## config.mk

```make
export PLATFORM = sky130hd
export DESIGN_NAME = seq_multiplier
export DESIGN_NICKNAME = d
export VERILOG_FILES = /design/src/rtl/seq_mult_pkg.sv /design/src/rtl/seq_multiplier.sv
export SDC_FILE = /design/constraint.sdc
export NUM_CORES = 1
export LEC_CHECK = 0
export ABC_AREA = 1
export CORE_MARGIN = 1
export CORE_UTILIZATION = 55
export DETAILED_ROUTE_END_ITERATION = 16
export PLACE_DENSITY = 0.8
export RECOVER_POWER = 50
export SLEW_MARGIN = 20
export SYNTH_ARGS = -nofsm -noshare
export SYNTH_HDL_FRONTEND = slang
export SYNTH_SLANG_ARGS = --single-unit
```

## constraint.sdc

```tcl
create_clock -name clk -period 3.13 [get_ports clk]
set_input_delay 0.626 -clock clk [delete_from_list [all_inputs] [get_ports clk]]
set_output_delay 0.626 -clock clk [all_outputs]
set_load 0.05 [all_outputs]
```

## src/rtl/seq_mult_pkg.sv

```systemverilog
// Shared types and helpers for the shift-and-add multiplier.
// Early termination is enabled by defining SEQ_MULT_EARLY_TERM_EN.
package seq_mult_pkg;

  typedef enum logic [1:0] {
    IDLE = 2'd0,
    RUN  = 2'd1,
    DONE = 2'd2
  } state_e;

  function automatic int cnt_width(input int n);
    return $clog2(n);
  endfunction

endpackage

```

## src/rtl/seq_multiplier.sv

```systemverilog
// Sequential unsigned multiply-add: product = A*B + C, one bit of B per edge.
// Define SEQ_MULT_EARLY_TERM_EN to finish as soon as the remaining B is zero.
module seq_multiplier
  import seq_mult_pkg::*;
#(
  parameter int N = 4
) (
  input  logic           clk,
  input  logic           rst,
  input  logic           start,
  input  logic [N-1:0]   multiplicand,
  input  logic [N-1:0]   multiplier,
  input  logic [N-1:0]   addend,
  output logic [2*N-1:0] product,
  output logic           busy,
  output logic           done
);

  localparam int CW = cnt_width(N);

  state_e         state_q;
  logic [2*N-1:0] a_q;
  logic [2*N-1:0] acc_q;
  logic [2*N-1:0] acc_d;
  logic [N-1:0]   b_q;
  logic [N-1:0]   b_d;
  logic [CW-1:0]  cnt_q;
  logic           last_d;

  always_comb begin
    acc_d  = b_q[0] ? acc_q + a_q : acc_q;
    b_d    = b_q >> 1;
    last_d = (cnt_q == CW'(N - 1));
`ifdef SEQ_MULT_EARLY_TERM_EN
    // Nothing left to add once the shifted-out multiplier is empty.
    if (b_d == '0) last_d = 1'b1;
`endif
  end

  always_ff @(posedge clk or posedge rst) begin
    if (rst) begin
      state_q <= IDLE;
      a_q     <= '0;
      b_q     <= '0;
      acc_q   <= '0;
      cnt_q   <= '0;
      product <= '0;
      busy    <= 1'b0;
      done    <= 1'b0;
    end else begin
      unique case (state_q)
        IDLE, DONE: begin
          if (start) begin
            state_q <= RUN;
            a_q     <= {{N{1'b0}}, multiplicand};
            b_q     <= multiplier;
            acc_q   <= {{N{1'b0}}, addend};
            cnt_q   <= '0;
            busy    <= 1'b1;
            done    <= 1'b0;
          end
        end
        RUN: begin
          acc_q <= acc_d;
          a_q   <= a_q << 1;
          b_q   <= b_d;
          cnt_q <= cnt_q + 1'b1;
          if (last_d) begin
            state_q <= DONE;
            product <= acc_d;
            busy    <= 1'b0;
            done    <= 1'b1;
          end
        end
        default: state_q <= IDLE;
      endcase
    end
  end

endmodule

```

==> run metrics, run 1 <==
antenna-violating nets left=0; Synth Net Count=240; Top Ports=25; first-iteration detailed-routing DRC count=between 80 and 90; global-route wire length before repair=about 6300 um; Synth Flop Type=dfrtp_1; die height=between 50 and 60 um; Resized Gates After CTS=0; final worst path period share=0.720; Crit path required time=3.33 ns; slowest stage cell on the critical path=nand2_1; largest area contributor in the netlist=dfrtp_1; Mapped Cells=216; crit path kind=reg -> reg; layout cells sized above 1=0.0868; static leakage=1.08 nW; H-tree depth=2; unrepaired setup endpoints after global routing=no; Hold Path Origin=product[7]$_DFFE_PP0P_; R2R depth=7; total CTS buffers=5; Synth Warn #=0; Hold WC Path Type=reg -> reg; port buffer count=24; most frequent cells in the layout=63 x nand2_1, 34 x dfrtp_1, 23 x clkdlybuf4s50_1; max cap viols=0; Filler cells=269; Routability Congestion=0.832; Avg Cell Area, Syn=8.29 sq um; DR vias/cell=between 5 and 6; FMAX=between 400 and 500 MHz; post-route setup TNS=0 ns; worst path cell trace=nor2_4 -> inv_1 -> nand2_1 -> inv_2 -> nand2_1 -> nand2_1 -> o21bai_1; clock sink total=34; FF-to-FF Start=state_q[1]$_DFFE_PP0P_; status=completed; top cells by area, synth=dfrtp_1 48%, nand2_1 13%, nand3_1 5.9%; EDFF count, synth=0; final setup vio count=0; core area=0.00308 sq mm; fin. max-slew vios=0; CP peak stage delay=0.48 ns; asr flop ratio synth=1.00; All-Layer GR Usage=0.253; Worst R2R Setup Slack=0.88 ns; CTS tree=built; Chip Width=around 60 um; worst-path fanout max=16; hold path cells=2; Final Hold Viols=0; Clk Latency, worst-skew pair=0.34 ns; minimum clock period=roughly 2.3 ns; DRT Pass-1 Iters=6; Startpoint Class=flip-flop; total wire length=3730 um; sequential share of the synthesized area=0.475; CP top delay family=simple AND/OR/NAND/NOR gates; DR vias=1497; synthesized flop and latch total=34; Setup WS post-layout=0.877 ns; Clock Skews=0.0121 ns; Least-Margin Pin Slew=0.499 ns; initial antenna violation count=0; Critical Path Most Common Cell=nand2_1; Initial Utilization=0.582; Synth cell types=30; post-synthesis cell area=roughly 0.0018 sq mm; Antenna diodes=0; Worst Path Buf+Inv=2; # rows=20; setup bufs post-CTS=0; VDD IR-drop max=609 uV; relative slew slack=0.666; CP arrival=2.46 ns; routed len/inst=13.0 um; largest net degree at the start of global routing=35; Die ar.=~0.0035 sq mm; Root Buffer=clkbuf_4; DRC=0; Max clock buf depth=2; top cell type's share of synthesized area=0.475; Hold WS=between 0.4 and 0.5 ns; most common cell after layout, fill and taps aside=nand2_1; hpwl dp=between 2000 and 3000 um; Critical Path End Type=flip-flop; grt ovf=0; reg2reg end=acc_q[3]$_DFFE_PP0P_; Worst Hold Endpoint=product[7]$_DFFE_PP0P_; power per cell area=~1300 mW/mm^2; CTS clk-pin slew, worst paths=0.10 ns; vias in the first global route=1440; Final Net Count=266; synth-to-layout area growth=18.9%; hold_buf cts=0; Place WS=0.964 ns
## synthesized netlist by cell type, types with 2 or more instances
| cell type | number |
|---|---|
| nand2_1 | 62 |
| dfrtp_1 | 34 |
| nand3_1 | 21 |
| inv_1 | 17 |
| nor2_1 | 13 |
| a21oi_1 | 10 |
| o22ai_1 | 9 |
| ha_1 | 8 |
| o21ai_1 | 7 |
| inv_2 | 6 |
| buf_2 | 4 |
| or2_2 | 4 |
| buf_6 | 2 |
| nand3b_1 | 2 |
| or2_1 | 2 |
## flip-flops by register name (all words and copies together), names as in the netlist
signal and flops:
state_q 2, b_q 4, busy 1, done 1, product 8, a_q 8
cnt_q 2, acc_q 8
## logic make-up (layout without fill, tap and decap cells)
family                   Yosys count  in the layout  synth area share
flip-flops                        34             34             0.475
buffers and inverters             30             56            0.0748
AO/OA/AOI/OAI                     33             33             0.109
adder cells (fa/ha/maj)            9              9            0.0671
AND/OR/NAND/NOR                  109            109             0.269
XOR/XNOR                           1              1           0.00489
## power breakdown
group / leakage, nW / total (mW) / switching [mW] / internal, mW
Combinational: 0.611 / 1.55 / 0.987 / 0.566
Clock: 0.0443 / 0.331 / 0.145 / 0.186
Sequential: 0.420 / 0.815 / 0.163 / 0.652
Total: 1.08 / 2.70 / 1.29 / 1.40
## worst min-delay path: stages, from the launching register on
cell,delay [ns]
dfrtp_1,0.36
nand2_1,0.05
nand2_1,0.05
## worst max path at each step
stage / start / endpoint / slack (ns) / depth (start not counted)
5_1_grt: state_q[1]$_DFFE_PP0P_ / acc_q[1]$_DFFE_PP0P_ / 0.72 / 6
6_report: state_q[1]$_DFFE_PP0P_ / acc_q[3]$_DFFE_PP0P_ / 0.88 / 7
3_3_place_gp: start / acc_q[1]$_DFFE_PP0P_ / 1.03 / 6
2_1_floorplan: a_q[0]$_DFFE_PP0P_ / product[4]$_DFFE_PP0P_ / 1.52 / 11
3_5_place_dp: start / acc_q[1]$_DFFE_PP0P_ / 0.96 / 6
4_1_cts: product[1]$_DFFE_PP0P_ / product[1] / 0.98 / 1
## through the flow
step                       util  std cells  power [mW]  area (sq um)
final                     0.692        286        2.70          2130
after global routing      0.692        286        2.94          2130
after CTS                 0.693        286        2.70          2130
after detailed placement  0.666        279        2.37          2050
after global placement    0.666        279        2.32          2050
after floorplan               -        216        2.02          1790
## metal layers
metal	wire (um)	GRT usage	vias up
li1	-	-	755
met1	1690	0.303	697
met2	1830	0.433	37
met4	61	0.102	0
met3	145	0.0699	8
met5	0	0	-
## area by class of cell
cell class / instances / area [sq um] / share of cell area
Tap cell: 44 / 55.1 / 0.0259
Clock buffer: 6 / 51.3 / 0.0241
Inverter: 24 / 91.3 / 0.0429
Clock inverter: 1 / 30.0 / 0.0141
Multi-Input combinational cell: 152 / 803 / 0.377
Sequential cell: 34 / 851 / 0.400
Timing Repair Buffer: 25 / 248 / 0.116
No activity file was read; power rests on OpenSTA's default activity.
==> run 2: changes to the inputs <==
--- a/config.mk
+++ b/config.mk
@@ -7,9 +7,9 @@
 export LEC_CHECK = 0
 export ABC_AREA = 1
 export CORE_MARGIN = 1
-export CORE_UTILIZATION = 55
+export CORE_UTILIZATION = 54
 export DETAILED_ROUTE_END_ITERATION = 16
-export PLACE_DENSITY = 0.8
+export PLACE_DENSITY = 0.79
 export RECOVER_POWER = 50
 export SLEW_MARGIN = 20
 export SYNTH_ARGS = -nofsm -noshare
==> constraint.sdc (replaced) <==
create_clock -name clk -period 2.2 [get_ports clk]
set_input_delay 0.44 -clock clk [delete_from_list [all_inputs] [get_ports clk]]
set_output_delay 0.44 -clock clk [all_outputs]
set_load 0.05 [all_outputs]
==> run 2 against run 1 <==
  * Critical path depth decreased by 6
  * Sequential power increased by 41%
  * Design area increased by 0.35%
  * Combinational power increased by 43%
  * Global-route usage decreased by 0.75 points
  * Sequential share of layout area decreased by 0.14 points
  * Clock skew increased by 0.0018 ns
  * Register-to-register slack got worse by 0.55 ns
  * Clock-buffer cell count unchanged
==> run metrics, run 2 (synthesized netlist as in run 1, its figures left out) <==
H-tree depth=2 (unchanged); CP peak stage delay=0.83 ns (+0.35 ns); routed len/inst=12.7 um (-2.6%); most frequent cells in the layout=62 x nand2_1, 34 x dfrtp_1, 23 x clkdlybuf4s50_1; CTS tree=built; CTS clk-pin slew, worst paths=0.11 ns (about the same); antenna-violating nets left=0 (unchanged); Clock Skews=0.0138 ns (+0.00178 ns); Hold WC Path Type=reg -> reg; max cap viols=0 (unchanged); final worst path period share=0.907; DR vias=1516 (+1.3%); Root Buffer=clkbuf_4; total CTS buffers=5 (unchanged); Worst Path Buf+Inv=1 (-1); Final Net Count=268 (+0.75%); minimum clock period=approximately 2.0 ns; Initial Utilization=0.577 (-0.00469); core area=0.00310 sq mm (+0.81%); first-iteration detailed-routing DRC count=61 (-29%); synth-to-layout area growth=19.4%; unrepaired setup endpoints after global routing=no; largest net degree at the start of global routing=35 (unchanged); setup bufs post-CTS=0 (unchanged); crit path kind=reg -> out; grt ovf=0 (unchanged); hpwl dp=2730 um (+1.7%); total wire length=3660 um (-1.9%); Chip Width=59.6 um (+0.89%); relative slew slack=0.444 (-0.222); hold path cells=1 (-1); Final Hold Viols=0 (unchanged); All-Layer GR Usage=0.246 (-0.00749); port buffer count=24 (unchanged); Antenna diodes=0 (unchanged); global-route wire length before repair=6290 um (-0.55%); post-route setup TNS=0 ns (unchanged); layout cells sized above 1=0.0984 (+0.0116); Max clock buf depth=2 (unchanged); worst-path fanout max=2 (-14); final setup vio count=0 (unchanged); fin. max-slew vios=0 (unchanged); Crit path depth=1 (-6); Clk Latency, worst-skew pair=0.34 ns (about the same); vias in the first global route=1431 (-0.63%); Critical Path End Type=primary output; Resized Gates After CTS=0 (unchanged); initial antenna violation count=0 (unchanged); worst path cell trace=clkdlybuf4s50_1; VDD IR-drop max=899 uV (+48%); Least-Margin Pin Slew=0.833 ns (+0.335 ns); Largest regs=a_q: 8 flops, acc_q: 8 flops, product: 8 flops; power per cell area=1800 mW/mm^2 (+42%); status=completed; DR vias/cell=5.26 (+0.57%); Crit path required time=1.76 ns (-1.57 ns); DRC=0 (unchanged); Filler cells=269 (unchanged); CP arrival=1.55 ns (-0.91 ns); final core occ=0.689 (-0.00316); die height=59.6 um (+0.89%); # rows=20 (unchanged); slowest stage cell on the critical path=clkdlybuf4s50_1; hold_buf cts=0 (unchanged); Routability Congestion=0.822 (-1.2%); Startpoint Class=flip-flop; Worst R2R Setup Slack=0.33 ns (-0.55 ns); Die ar.=0.00355 sq mm (+1.8%); clock sink total=34 (unchanged); most common cell after layout, fill and taps aside=nand2_1; static leakage=1.08 nW (+0.61%); CP top delay family=buffers and inverters; DRT Pass-1 Iters=4 (-2); FMAX=501 MHz; Top Ports=25 (unchanged); R2R depth=6 (-1)
==> run 2: path summary, 6_finish.rpt <==
check,start,to
worst max-delay path,product[6]$_DFFE_PP0P_,product[6]
worst min-delay path,cnt_q[0]$_DFFE_PP0P_,cnt_q[0]$_DFFE_PP0P_
worst max register to register,state_q[1]$_DFFE_PP0P_,acc_q[1]$_DFFE_PP0P_
worst min register to register,cnt_q[0]$_DFFE_PP0P_,cnt_q[0]$_DFFE_PP0P_
max in group asynchronous,rst,acc_q[2]$_DFFE_PP0P_
min in group asynchronous,rst,product[5]$_DFFE_PP0P_
==> run 2: final cells by class <==
| cell class | count | area, sq um | share of cell area |
|---|---|---|---|
| flip-flops and latches | 34 | 851 | 0.398 |
| clock inverters | 1 | 30.0 | 0.0141 |
| repair buffers | 27 | 260 | 0.122 |
| inverters | 24 | 91.3 | 0.0427 |
| multi-input cells | 152 | 798 | 0.374 |
| clock buffers | 6 | 51.3 | 0.0240 |
| well taps | 44 | 55.1 | 0.0258 |
==> run 2: routing by layer <==
metal | wire length, um | global-route usage | part of all wire
met4 | 66 | 0.0864 | 0.018
met1 | 1650 | 0.292 | 0.45
met2 | 1830 | 0.433 | 0.50
met3 | 114 | 0.0590 | 0.031
met5 | 0 | 0 | 0
==> run 2: where the power goes <==
group / internal (mW) / switching [mW] / total (mW)
logic: 0.833 / 1.37 / 2.21
registers: 0.928 / 0.227 / 1.15
clock network: 0.265 / 0.214 / 0.479
==> run 2: through the flow <==
| step | total power [mW] | setup WS (ns) | cell area, sq um | cells | hold slack [ns] |
|---|---|---|---|---|---|
| after floorplan | 2.87 | 0.594 | 1790 | 216 | 0.450 |
| after CTS | 3.87 | 0.207 | 2150 | 288 | 0.489 |
| final | 3.84 | 0.205 | 2140 | 288 | 0.485 |
| after global placement | 3.33 | 0.475 | 2070 | 281 | 0.455 |
| after global routing | 4.21 | 0.104 | 2140 | 288 | 0.509 |
| after detailed placement | 3.39 | 0.468 | 2070 | 281 | 0.470 |
==> run 3: changes to the inputs <==
--- a/config.mk
+++ b/config.mk
@@ -7,11 +7,12 @@
 export LEC_CHECK = 0
 export ABC_AREA = 1
 export CORE_MARGIN = 1
-export CORE_UTILIZATION = 54
+export CORE_UTILIZATION = 49
 export DETAILED_ROUTE_END_ITERATION = 16
-export PLACE_DENSITY = 0.79
+export PLACE_DENSITY = 0.76
 export RECOVER_POWER = 50
 export SLEW_MARGIN = 20
 export SYNTH_ARGS = -nofsm -noshare
 export SYNTH_HDL_FRONTEND = slang
 export SYNTH_SLANG_ARGS = --single-unit
+export TNS_END_PERCENT = 20
==> constraint.sdc (replaced) <==
create_clock -name clk -period 1.7 [get_ports clk]
set_input_delay 0.34 -clock clk [delete_from_list [all_inputs] [get_ports clk]]
set_output_delay 0.34 -clock clk [all_outputs]
set_load 0.05 [all_outputs]
==> run 3 against run 2 <==
  * The run now ends with setup timing left
  * Wire length grew 6.1%
  * Worst setup slack got worse by 0.24 ns
  * Design area up 5.0%
  * Critical path type is now reg -> reg
  * Critical endpoint is now product[4]$_DFFE_PP0P_
==> run metrics, run 3 (synthesized netlist as in run 1, its figures left out) <==
status=complete, but fails checks; failing checks=setup timing; Filler cells=291 (+8.2%); grt ovf=0 (unchanged); worst path cell trace=ha_2 -> inv_2 -> fa_2 -> inv_2 -> nand2_2 -> nand2_2 -> and2_4 -> or2_0 -> nand3_2 -> nand3_2 -> nand2_1; clock sink total=34 (unchanged); CP top delay family=simple AND/OR/NAND/NOR gates; DRT Pass-1 Iters=4 (unchanged); sequential cell area=851 sq um (unchanged); Top Ports=25 (unchanged); Die ar.=0.00390 sq mm (+9.9%); slowest stage cell on the critical path=dfrtp_1; CTS clk-pin slew, worst paths=0.10 ns (about the same); first-iteration detailed-routing DRC count=58 (-4.9%); DRC=0 (unchanged); hold path cells=1 (unchanged); # rows=21 (+5.0%); antenna-violating nets left=0 (unchanged); Setup WS post-layout=-0.0395 ns (-0.245 ns); final setup vio count=3 (+3); power per cell area=2350 mW/mm^2 (+31%); most frequent cells in the layout=60 x nand2_1, 34 x dfrtp_1, 21 x buf_4; Clk Latency, worst-skew pair=0.35 ns (about the same); Final Net Count=278 (+3.7%); Hold WC Path Type=reg -> reg; Critical Path End Type=flip-flop; FF-to-FF Start=a_q[0]$_DFFE_PP0P_; R2R depth=11 (+5); Largest regs=a_q: 8 flops, acc_q: 8 flops, product: 8 flops; hold_buf cts=0 (unchanged); layout cells sized above 1=0.220 (+0.122); DR vias/cell=5.17 (-1.8%); Tot Pwr=5.26 mW (+37%); Initial Utilization=0.524 (-0.0528); Root Buffer=clkbuf_4; Routability Congestion=0.851 (+3.6%); Antenna diodes=0 (unchanged); CP endpoint=product[4]$_DFFE_PP0P_; Chip Width=62.5 um (+4.8%); max cap viols=0 (unchanged); unrepaired setup endpoints after global routing=yes; port buffer count=24 (unchanged); Startpoint Class=flip-flop; total CTS buffers=5 (unchanged); CTS tree=built; multi-input combinational cell area=840 sq um (+5.2%); most common cell after layout, fill and taps aside=nand2_1; initial antenna violation count=0 (unchanged); routed len/inst=12.9 um (+1.8%); post-route setup TNS=-0.0780 ns (-0.0780 ns); final worst path period share=1.02; Crit path depth=11 (+10); Clock Skews=0.0153 ns (+0.00147 ns); static leakage=1.15 nW (+6.5%); hpwl dp=2700 um (-1.1%); H-tree depth=2 (unchanged); Hold WS=0.489 ns (+0.00410 ns); global-route wire length before repair=6790 um (+8.0%); total wire length=3880 um (+6.1%); vias in the first global route=1494 (+4.4%); Least-Margin Pin Slew=0.844 ns (+0.0108 ns); Setup crit start=a_q[0]$_DFFE_PP0P_; minimum clock period=1.74 ns; CP arrival=1.99 ns (+0.44 ns); CP peak stage delay=0.37 ns (-0.46 ns); Final Hold Viols=0 (unchanged); die height=62.5 um (+4.8%); fin. max-slew vios=0 (unchanged); crit path kind=reg -> reg; Max clock buf depth=2 (unchanged); Worst R2R Setup Slack=-0.04 ns (-0.37 ns); core area=0.00342 sq mm (+10%); DR vias=1551 (+2.3%); synth-to-layout area growth=25.3%; worst-path fanout max=2 (unchanged); FMAX=575 MHz; Worst Path Buf+Inv=2 (+1); Crit path required time=1.95 ns (+0.19 ns); reg2reg end=product[4]$_DFFE_PP0P_; VDD IR-drop max=1170 uV (+30%); relative slew slack=0.437 (-0.00719); All-Layer GR Usage=0.228 (-0.0181); largest net degree at the start of global routing=35 (unchanged)
[run 3: cell types whose count changed in the layout (fill, tap and decap cells not counted), sizes merged]
cell | previous run | this run
buf | 2 | 22
clkdlybuf4s50 | 23 | 13
[run 3: where the power goes]
group	internal, mW	total [mW]	switching [mW]
sequential	1.20	1.50	0.299
combinational	1.24	3.16	1.91
clock	0.342	0.610	0.267
total	2.78	5.26	2.48
[run 3: worst reg2reg max path, delay by kind of cell (launching register included)]
kind | cells | cell delay [ns]
flip-flops | 1 | 0.37
buffers and inverters | 2 | 0.11
AND/OR/NAND/NOR | 7 | 0.64
adder cells (fa/ha/maj) | 2 | 0.53
[run 3: worst min path at each step]
stage | start | endpoint
finish | cnt_q[0]$_DFFE_PP0P_ | cnt_q[0]$_DFFE_PP0P_
global route | product[7]$_DFFE_PP0P_ | product[7]$_DFFE_PP0P_
CTS | rst | state_q[0]$_DFFE_PP0P_
detailed placement | product[0]$_DFFE_PP0P_ | product[0]$_DFFE_PP0P_
global placement | cnt_q[0]$_DFFE_PP0P_ | cnt_q[0]$_DFFE_PP0P_
floorplan | start | state_q[1]$_DFFE_PP0P_
[run 3: metal layers]
metal | routed length [um] | share of wire | vias up | GRT usage
met5 | 0 | 0 | - | 0
met3 | 229 | 0.059 | 5 | 0.0511
met4 | 38 | 0.0098 | 0 | 0.119
met1 | 1660 | 0.43 | 717 | 0.266
met2 | 1960 | 0.50 | 43 | 0.390
li1 | - | - | 786 | -
[run 3: what timing repair did]
action | CTS | global route
setup buffers | 3 | 3
resized for setup | 5 | 7
pin swaps | 4 | 6
endpoints found under the setup margin | 3 | 11
[run 3: final cells by class]
class	instances	share of cell area
sequential	34	0.379
multi-input combinational	152	0.374
timing repair buffer	37	0.144
inverter	24	0.0407
tap	46	0.0257
clock buffer	6	0.0229
clock inverter	1	0.0134
[run 3: per-stage QoR]
step	util	worst slack [ns]	area [sq um]	std cells
floorplan	-	0.0944	1790	216
global placement	0.611	0.0372	2090	287
detailed placement	0.611	-0.0146	2090	287
CTS	0.645	-0.0317	2200	297
global route	0.657	-0.130	2240	300
finish	0.657	-0.0395	2240	300
==> patch (config.mk and constraints of run 2) <==
Add an input register stage for `start`, `multiplicand` and `addend`; this delays them by one clock. The other inputs are not delayed to match.
--- a/src/rtl/seq_multiplier.sv
+++ b/src/rtl/seq_multiplier.sv
@@ -17,6 +17,16 @@
 );
 
   localparam int CW = cnt_width(N);
+
+  logic start_q;
+  logic [N-1:0] multiplicand_q;
+  logic [N-1:0] addend_q;
+
+  always_ff @(posedge clk) begin
+    start_q        <= start;
+    multiplicand_q <= multiplicand;
+    addend_q       <= addend;
+  end
 
   state_e         state_q;
   logic [2*N-1:0] a_q;
@@ -50,11 +60,11 @@
     end else begin
       unique case (state_q)
         IDLE, DONE: begin
-          if (start) begin
+          if (start_q) begin
             state_q <= RUN;
-            a_q     <= {{N{1'b0}}, multiplicand};
+            a_q     <= {{N{1'b0}}, multiplicand_q};
             b_q     <= multiplier;
-            acc_q   <= {{N{1'b0}}, addend};
+            acc_q   <= {{N{1'b0}}, addend_q};
             cnt_q   <= '0;
             busy    <= 1'b1;
             done    <= 1'b0;
Formal check against the unedited RTL: not equivalent (Yosys sat finds a counterexample within 4 cycles, from zero or initial values and one cycle with rst high).
==> patch against run 2 <==
First-iteration DRC count grew 87%; clock skew shrank 0.0076 ns; power grew 3.9%; count of clock-buffer cells in the layout grew 1; final area grew 11%; via count grew 3.2%; wire length grew 1.6%; largest power group unchanged; largest cell class unchanged; sequential cell count grew 9; area after synthesis grew 12%; worst setup slack gained 0.095 ns; global-route usage shrank 2.6 points.
==> patch: results (changes against run 2) <==
[critical_path]
slowest_delay_ns=0.80  ; was 0.83 ns
cp.arrival_ns=1.46  ; was 1.55 ns

[route]
route.met3.wl_um=182  ; was 114 um
routed_wl_um=3720  ; was 3660 um
vias_per_cell=5.20  ; was 5.26
num_vias=1565  ; was 1516

[layout]
nClkBuffers=7  ; was 6
drive_gt1_share_pct=8.24  ; was 9.84%
clock_area_share_pct=3.86  ; was 3.81%
multi_input_comb_cells=148  ; was 152
nets=278  ; was 268
inv_count=29  ; was 24
multi_input_area_um2=816  ; was 798 um2

[yosys]
synth_compound_area_share_pct=10.0  ; was 10.9%
synth_area_leaders=dfrtp_1 (42%), nand2_1 (12%), dfxtp_1 (9.0%)  ; was dfrtp_1 (48%), nand2_1 (13%), nand3_1 (5.9%)
ys_seq_area_share_pct=51.4  ; was 47.5%
netlist_instances=227  ; was 216
synth_adder_area_share_pct=5.99  ; was 6.71%

[status]
outcome=complete, no violations  ; unchanged

[timing]
worst_slew_pin_slew_ns=0.831  ; was 0.833 ns
skew_ns=0.00626  ; was 0.0138 ns

[die]
die-area_um2=3960  ; was 3550 um2

[global_route]
met3_usage_pct=4.93  ; was 5.90%

[placed_design]
place_inst=293  ; was 281

[pwr]
combPwrFrac_pct=54.7  ; was 57.5%
peakVddDrop_uv=1010  ; was 899 uV
swShare_pct=45.9  ; was 47.3%

[clocking]
clockRootBuffer=clkbuf_8  ; was clkbuf_4
clkLatencyLatePin_ns=0.29  ; was 0.34 ns

==> patch: cell count changes in the layout (fill, tap and decap cells not counted), moves of 5 or more <==
cell,delta
clkbuf_8,+5
o21ai_0,+7
nor2_1,-6
a21oi_1,-6
dlygate4sd3_1,+9
dfxtp_1,+9
inv_1,+9
clkbuf_4,-5
clkdlybuf4s50_1,-9
==> patch: path summary, 6_finish.rpt <==
kind	slack, ns	end	startpoint
max in group asynchronous	0.85	a_q[4]$_DFFE_PP0P_	rst
max reg2reg	0.46	acc_q[4]$_DFFE_PP0P_	a_q[0]$_DFFE_PP0P_
max	0.30	product[6]	product[6]$_DFFE_PP0P_
min	0.43	a_q[0]$_DFFE_PP0P_	multiplicand_q[0]$_DFF_P_
min reg2reg	0.43	a_q[0]$_DFFE_PP0P_	multiplicand_q[0]$_DFF_P_
min in group asynchronous	0.83	product[5]$_DFFE_PP0P_	rst
